File: src/rtl/rc4_decrypt.sv
`default_nettype none
// ============================================================================
// Module   : rc4_decrypt
// Purpose  : RC4 PRGA keystream generator; XORs each ROM byte with keystream
//            into the decrypted RAM while swapping S entries.
// Revision : 1.0  initial release
// ============================================================================
module rc4_decrypt #(
  parameter int MSG_LEN = 32
) (
  input  logic       clk,
  input  logic       reset,
  input  logic       start,
  input  logic [7:0] s_q,
  input  logic [7:0] rom_q,
  output logic [7:0] s_address,
  output logic [7:0] s_data,
  output logic       s_wen,
  output logic [7:0] rom_address,
  output logic [7:0] ram_address,
  output logic [7:0] ram_data,
  output logic       ram_wen,
  output logic       decrypt_mem_handler,
  output logic       finish
);

  localparam logic [3:0] c_IDLE   = 4'd0;
  localparam logic [3:0] c_INC    = 4'd1;
  localparam logic [3:0] c_ADDR_I = 4'd2;
  localparam logic [3:0] c_WAIT_I = 4'd3;
  localparam logic [3:0] c_LD_I   = 4'd4;
  localparam logic [3:0] c_ADDR_J = 4'd5;
  localparam logic [3:0] c_WAIT_J = 4'd6;
  localparam logic [3:0] c_LD_J   = 4'd7;
  localparam logic [3:0] c_WR_I   = 4'd8;
  localparam logic [3:0] c_WR_J   = 4'd9;
  localparam logic [3:0] c_ADDR_F = 4'd10;
  localparam logic [3:0] c_WAIT_F = 4'd11;
  localparam logic [3:0] c_LD_F   = 4'd12;
  localparam logic [3:0] c_WR_OUT = 4'd13;
  localparam logic [3:0] c_NEXT   = 4'd14;
  localparam logic [3:0] c_DONE   = 4'd15;

  localparam logic [7:0] c_LAST_K = 8'(MSG_LEN - 1);

  logic [3:0] r_state;
  logic [7:0] r_i;
  logic [7:0] r_j;
  logic [7:0] r_k;
  logic [7:0] r_si;
  logic [7:0] r_sj;
  logic [7:0] r_f;
  logic [7:0] r_enc;

  always_ff @(posedge clk) begin
    if (reset) begin
      r_state             <= c_IDLE;
      r_i                 <= 8'd0;
      r_j                 <= 8'd0;
      r_k                 <= 8'd0;
      r_si                <= 8'd0;
      r_sj                <= 8'd0;
      r_f                 <= 8'd0;
      r_enc               <= 8'd0;
      s_address           <= 8'd0;
      s_data              <= 8'd0;
      s_wen               <= 1'b0;
      rom_address         <= 8'd0;
      ram_address         <= 8'd0;
      ram_data            <= 8'd0;
      ram_wen             <= 1'b0;
      decrypt_mem_handler <= 1'b0;
      finish              <= 1'b0;
    end else begin
      // Write strobes are single-cycle pulses raised only by the write states.
      s_wen   <= 1'b0;
      ram_wen <= 1'b0;
      case (r_state)
        c_IDLE: begin
          if (start) begin
            finish              <= 1'b0;
            decrypt_mem_handler <= 1'b1;
            r_i                 <= 8'd0;
            r_j                 <= 8'd0;
            r_k                 <= 8'd0;
            r_state             <= c_INC;
          end
        end
        c_INC: begin
          r_i     <= r_i + 8'd1;
          r_state <= c_ADDR_I;
        end
        c_ADDR_I: begin
          s_address <= r_i;
          r_state   <= c_WAIT_I;
        end
        c_WAIT_I: r_state <= c_LD_I;
        c_LD_I: begin
          r_si    <= s_q;
          r_j     <= r_j + s_q;
          r_state <= c_ADDR_J;
        end
        c_ADDR_J: begin
          s_address <= r_j;
          r_state   <= c_WAIT_J;
        end
        c_WAIT_J: r_state <= c_LD_J;
        c_LD_J: begin
          r_sj    <= s_q;
          r_state <= c_WR_I;
        end
        // When i==j the second write lands on the same entry and leaves si there.
        c_WR_I: begin
          s_address <= r_i;
          s_data    <= r_sj;
          s_wen     <= 1'b1;
          r_state   <= c_WR_J;
        end
        c_WR_J: begin
          s_address <= r_j;
          s_data    <= r_si;
          s_wen     <= 1'b1;
          r_state   <= c_ADDR_F;
        end
        c_ADDR_F: begin
          s_address   <= r_si + r_sj;
          rom_address <= r_k;
          r_state     <= c_WAIT_F;
        end
        c_WAIT_F: r_state <= c_LD_F;
        c_LD_F: begin
          r_f     <= s_q;
          r_enc   <= rom_q;
          r_state <= c_WR_OUT;
        end
        c_WR_OUT: begin
          ram_address <= r_k;
          ram_data    <= r_f ^ r_enc;
          ram_wen     <= 1'b1;
          r_state     <= c_NEXT;
        end
        c_NEXT: begin
          if (r_k == c_LAST_K) begin
            r_state <= c_DONE;
          end else begin
            r_k     <= r_k + 8'd1;
            r_state <= c_INC;
          end
        end
        c_DONE: begin
          finish              <= 1'b1;
          decrypt_mem_handler <= 1'b0;
          r_state             <= c_IDLE;
        end
        default: r_state <= c_IDLE;
      endcase
    end
  end

endmodule
`default_nettype wire

File: config.mk
export PLATFORM = sky130hd
export DESIGN_NAME = rc4_decrypt
export DESIGN_NICKNAME = d
export VERILOG_FILES = /design/src/rtl/rc4_decrypt.sv
export SDC_FILE = /design/constraint.sdc
export NUM_CORES = 1
export LEC_CHECK = 0
export CAP_MARGIN = 40
export CORE_MARGIN = 1
export CORE_UTILIZATION = 36
export DETAILED_ROUTE_END_ITERATION = 8
export SYNTH_ARGS = -nofsm -noshare
export SYNTH_HDL_FRONTEND = slang
export SYNTH_SLANG_ARGS = --single-unit
File: constraint.sdc
create_clock -name clk -period 1.8 [get_ports clk]
set_input_delay 0.27 -clock clk [delete_from_list [all_inputs] [get_ports clk]]
set_output_delay 0.27 -clock clk [all_outputs]
set_load 0.01 [all_outputs]
==> metrics.txt, run 1 <==
status=completed; Lkg Pwr=about 0.0024 µW; met2 usage=a little under a third; IO Pins=63; drt wl/cell=around 14 µm; largest area contributor in the netlist=dfxtp_1; Design Area, Final=about 6700 µm²; H-Tree Depth=3; Die ar.=13,900 µm²; Syn. warnings=0; placed cell area=slightly above 6000 µm²; Setup crit end kind=flip-flop; Slew @ Worst Pin=about 440 ps; Hold Path Sink=r_j[5]$_SDFFE_PP0P_; Pwr Total=~5000 µW; share of cells above drive strength 1=19.9%; Setup-failing EPs final=0; setup_tns=0 ps; Synth Area in Adders=under 10%; hold path start=reset; count of cell types in the netlist=58; Clock Tree Buf Depth=2; compound-gate portion of the synthesized area=around a fifth; sequential fraction of the synthesis area=around 43%; clk_skew=around 8.8 ps; CTS tree=done; routability cong.=0.918; Worst IR Drop VDD=~0.38 mV; number of global-route vias before repair=roughly 4,300; Main synth FF type=dfxtp_1; most crowded layer after global routing=met2; Worst Path Arrival=just over 2000 ps; DIE HEIGHT=between 100 and 150 µm; buffers added on ports=62; synthesized area=just under 5000 µm²; Sink Count=104; worst-path cell chain=ha_4 > and4_4 > a21oi_4 > a21oi_2 > or3_1 > a31o_2; Post-synth EDFFs=0; M1 GR Usage=approximately a quarter; largest net degree at the start of global routing=52; Yosys top cell area share=a little over two fifths; Place WS=-574 ps; Reg-to-Reg End=r_j[7]$_SDFFE_PP0P_; root buffer cell=clkbuf_16; Period Utilization, post-route=99.0%; number of cell rows=42; Setup CP Type=reg -> reg; Reg power frac=47.2%; HPWL Detailed=around 9.5 mm; final slew viol count=0; f_max=about 560 MHz; post-route setup slack=between 15 and 20 ps; post-synthesis async set-or-reset flop share=0%; crit path time final=about 1800 ps; GR Overflow Total=0; R2R depth=6; cell area power density=752 nW/µm²; most frequent cells in the layout=122 x nand2_1, 93 x dfxtp_1, 76 x buf_4, 70 x a21oi_1, 55 x clkdlybuf4s50_1; Max-slew headroom=approximately 71%; max_cap viols=0; syn avg cell area=roughly 8.3 µm²; n_diodes=0; CP peak stage delay=around 420 ps; Net Sw Frac=a little under a quarter; Net count, final=between 700 and 800; flop-to-flop setup slack=20 ps; number of vias per cell=5.08; Initial Utilization=36.8%; Remaining DRCs=0; Worst Hold Depth=3; Hold Vio Cnt, Final=0; CP required=just over 2000 ps; Hold Crit Class=in -> reg; first-pass GRT wire length=approximately 21 mm; Switch Pwr=1200 µW; P_int=between 3000 and 4000 µW; Area growth, synth to finish=37.6%; simple-gate portion of the synthesized area=between 20% and 30%; Routed Antenna Nets=0; synth top area cells=dfxtp_1 43%, nand2_1 9.4%, a21oi_1 7.7%, ha_1 4.1%, a211oi_1 4.0%; commonest non-fill, non-tap cell in the layout=nand2_1; Pre-antenna DRT Iters=5; largest family of logic cells by synthesized area=simple AND/OR/NAND/NOR gates; Synth Register Bits=between 100 and 150; DR vias=between 4,000 and 5,000; clock power share=a little over two fifths; Std-Cell Core Area=13,200 µm²; Worst setup SP type=flip-flop; critical path fanouts, max=3; Starting DRT DRC Count=223; Worst R2R Start=r_j[3]$_SDFFE_PP0P_; total wire length=12.8 mm; Total GRT Usage=roughly a fifth; slowest stage cell, crit path=dfxtp_1; multiplexer area fraction after synthesis=2.79%; Syn Nets=around 620; Synth Area in XOR/XNOR=3.61%; worst skew pair latency=between 300 and 400 ps; met3 usage=between 2 and 3%; Comb pwr share=about a tenth; CTS Buf Count=9; clock slew at reported path FFs=roughly 70 ps; die width=between 100 and 150 µm; Hold-fix buffers, CTS=0; Cells after Synth=587; antenna violations before repair=0
worst max path at each step:
stage,startpoint,end,slack [ps]
after floorplan,r_j[3]$_SDFFE_PP0P_,r_j[7]$_SDFFE_PP0P_,30
after global placement,s_q[0],r_j[6]$_SDFFE_PP0P_,-480
after detailed placement,s_q[0],r_j[6]$_SDFFE_PP0P_,-570
after CTS,s_q[4],r_j[7]$_SDFFE_PP0P_,7
after global routing,r_j[3]$_SDFFE_PP0P_,r_j[7]$_SDFFE_PP0P_,-10
final,r_j[3]$_SDFFE_PP0P_,r_j[7]$_SDFFE_PP0P_,20
critical path: cells and delay by family, from the launching register on:
kind | cells | cell delay [ps]
flip-flops | 1 | 420
adder cells (fa/ha/maj) | 1 | 240
AND/OR/NAND/NOR | 2 | 510
AO/OA/AOI/OAI | 3 | 510
logic make-up after synthesis:
family,Yosys count
AND/OR/NAND/NOR,244
AO/OA/AOI/OAI,147
flip-flops,104
buffers and inverters,41
XOR/XNOR,20
adder cells (fa/ha/maj),18
multiplexers,13
power groups by stage:
| stage | Sequential (µW) | Combinational [µW] | Clock, µW |
|---|---|---|---|
| 3_5_place_dp | 2420 | 484 | 0 |
| 3_3_place_gp | 2420 | 474 | 0 |
| 2_1_floorplan | 2420 | 239 | 0 |
| 5_1_grt | 2370 | 551 | 2280 |
| 4_1_cts | 2370 | 492 | 2190 |
| 6_report | 2370 | 504 | 2150 |
timing repair:
| item | in CTS | in global routing |
|---|---|---|
| hold endpoints to repair | 0 | 0 |
| gates resized for setup | 12 | 36 |
| pin swaps | 5 | 18 |
| endpoints found under the setup margin | 7 | 19 |
| buffers inserted | 2 | 3 |
area by class of cell:
type,instances,area (µm²)
inverters,6,22.5
multi-input cells,442,2760
fillers,1251,6510
repair buffers,141,1250
well taps,176,220
clock inverters,6,101
clock buffers,10,229
flip-flops and latches,104,2100
per-stage QoR:
stage / instances / hold slack [ps] / utilization [%]
6_report: 885 / 367 / 50.6
5_1_grt: 885 / 394 / 50.6
2_1_floorplan: 587 / 406 / -
3_3_place_gp: 864 / 443 / 46.3
4_1_cts: 882 / 369 / 49.4
3_5_place_dp: 864 / 447 / 46.3
cells in the mapped netlist, types with 3 or more instances:
cell type and number:
nor2_1 51, mux2_2 3, a21o_1 7, a21oi_1 75, a221oi_1 3, nand2_1 122, a211oi_1 26, dfxtp_1 104
buf_2 6, nor2b_1 4, and3_1 4, nand3_1 25, nand4_1 6, xnor2_1 18, o21ai_0 9, and2_1 4
nor3_1 7, o211ai_1 3, inv_1 5, mux2i_1 9, ha_1 16, clkbuf_1 25, a311oi_1 4
per-layer routing:
metal  share of wire [%]  up-vias
li1                    -     2299
met5                   0        -
met2                  48       70
met1                  47     2106
met4                 2.5        0
met3                 2.7       18
flip-flops by register name, indices dropped and copies added (netlist names), 4 cells and up:
register	cells
r_enc	8
r_f	8
r_i	8
r_j	8
r_k	8
r_si	8
r_sj	8
ram_address	8
ram_data	8
rom_address	8
s_address	8
s_data	8
r_state	4
No activity file was read; power rests on OpenSTA's default activity.
==> run 2, diff against run 1 <==
==> constraint.sdc (replaced) <==
create_clock -name clk -period 1.8 [get_ports clk]
set_input_delay 0.27 -clock clk [delete_from_list [all_inputs] [get_ports clk]]
set_output_delay 0.27 -clock clk [all_outputs]
set_load 0.005 [all_outputs]
==> results of run 2 <==
Same layout as run 1 (identical final DEF). Status: completed.
Main changes from that run: total power 5020 µW -> 5010 µW
==> run 3, diff against run 2 <==
- CORE_UTILIZATION: 36 -> 50
- PLACE_DENSITY: not set -> 0.76
- REMOVE_ABC_BUFFERS: not set -> 1
==> metrics.txt, run 3 (synthesis gave the netlist of run 1 again) <==
H-Tree Depth=3 (unchanged); Design Area, Final=6520 µm² (-2.3%); Worst Path Arrival=2060 ps (+20 ps); root buffer cell=clkbuf_8; Routed Antenna Nets=0 (unchanged); Worst setup SP type=flip-flop; hold_ws=243 ps (-124 ps); worst skew pair latency=370 ps (about the same); commonest non-fill, non-tap cell in the layout=nand2_1; die width=100 µm (-15%); DIE HEIGHT=100 µm (-15%); GR Overflow Total=0 (unchanged); total wire length=13.0 mm (+1.6%); Remaining DRCs=0 (unchanged); RSZ-0062 raised after global routing=true; Net Sw Frac=a little over a quarter; IO Pins=63 (unchanged); Reg power frac=a little over half; Initial Utilization=52.0% (+15 points); Setup crit start=r_sj[0]$_SDFFE_PP0N_; n_diodes=0 (unchanged); buffers added on ports=62 (unchanged); Comb pwr share=11.9%; Std-Cell Core Area=9330 µm² (-29%); number of global-route vias before repair=4,611 (+7.7%); hold path start=s_q[0]; Worst R2R Start=r_sj[0]$_SDFFE_PP0N_; Area growth, synth to finish=34.4%; clock power share=33.4% (-9.4 points); Die ar.=10,100 µm² (-28%); CP required=2070 ps (+20 ps); Starting DRT DRC Count=166 (-26%); largest net degree at the start of global routing=60 (+15%); Slew @ Worst Pin=489 ps (+49.4 ps); clk_skew=12.7 ps (+3.97 ps); Pre-antenna DRT Iters=5 (unchanged); CTS Buf Count=9 (unchanged); final slew viol count=0 (unchanged); Net count, final=742 (+0.13%); Final Instance Count excl. Fillers=839 (-5.2%); drt wl/cell=15.5 µm (+7.1%); Place WS=-567 ps (+7.42 ps); most frequent cells in the layout=122 x nand2_1, 91 x dfxtp_1, 76 x buf_4, 71 x a21oi_1, 56 x clkdlybuf4s50_1; share of cells above drive strength 1=21.1% (+1.2 points); Setup CP Type=reg -> reg; Total GRT Usage=27.1% (+8.4 points); Sink Count=104 (unchanged); cell area power density=~670 nW/µm²; Setup-failing EPs final=0 (unchanged); Worst IR Drop VDD=0.363 mV; max_cap viols=0 (unchanged); Period Utilization, post-route=99.2% (+0.13 points); DR vias=4,654 (+3.6%); clock slew at reported path FFs=110 ps (+40 ps); critical path fanouts, max=3 (unchanged); number of vias per cell=5.55 (+9.3%); Setup crit end kind=flip-flop; Clock Tree Buf Depth=2 (unchanged); status=completed; f_max=560 MHz (-0.13%); CTS tree=done; antenna violations before repair=0 (unchanged); Max-slew headroom=67.1% (-3.5 points); post-route setup slack=14.9 ps (-2.39 ps); P_int=3190 µW; routability cong.=0.883 (-3.9%); Hold Vio Cnt, Final=0 (unchanged); Lkg Pwr=0.00237 µW (-3.0%); Pwr Total=between 4000 and 5000 µW; Switch Pwr=about 1100 µW; placed cell area=6120 µm² (about the same); crit path time final=1790 ps (+2.39 ps); first-pass GRT wire length=21.5 mm (+3.4%); Hold Crit Class=in -> reg; HPWL Detailed=9.38 mm (-1.5%); placed cell count=823 (-4.7%); Post-CTS Setup Repair Bufs=0 (-2); number of cell rows=35 (-17%)
## run 3: repair_timing
item / 4_1_cts / 5_1_grt
resized for setup: 17 / 38
setup endpoints to repair: 6 / 35
pin swaps: 6 / 15
hold buffers: 0 / 0
## run 3: cell type report
| class | count | area [µm²] |
|---|---|---|
| multi-input combinational | 442 | 2780 |
| fill | 804 | 2810 |
| clock inverter | 5 | 47.5 |
| timing repair buffer | 142 | 1260 |
| tap | 129 | 161 |
| sequential | 104 | 2100 |
| clock buffer | 11 | 151 |
| inverter | 6 | 22.5 |
## run 3: metal layers
layer,track usage [%],up-vias,wire [µm]
met3,3.47,27,449
met5,0,-,0
met4,10.0,0,312
met2,47.5,117,6410
li1,-,2298,-
met1,34.1,2212,5800
## run 3: path summary, 6_finish.rpt
check	slack [ps]	to	cells past startpoint
max	10	s_address[6]$_SDFFE_PP0P_	7
min	240	r_f[0]$_SDFFE_PP0P_	3
max reg2reg	10	s_address[6]$_SDFFE_PP0P_	7
min reg2reg	460	rom_address[0]$_SDFFE_PP0P_	2
## run 3: critical path: stages, from the launching register on
cell	delay, ps
dfxtp_2	350
ha_4	160
fa_2	430
a211oi_2	260
o21bai_1	130
a21oi_1	180
o32a_1	160
nand2_1	40
## run 3: through the flow
stage | util (%) | setup TNS, ps
2_1_floorplan | - | -11780
3_3_place_gp | 65.6 | -1620
3_5_place_dp | 65.6 | -1860
4_1_cts | 68.5 | 0
5_1_grt | 69.9 | -132
6_report | 69.9 | 0
## run 3: power by group through the flow
stage	clock [µW]	sequential, µW	combinational [µW]
global route	1560	2380	562
finish	1450	2370	518
detailed placement	0	2420	485
global placement	0	2420	475
CTS	1480	2370	493
floorplan	0	2430	174
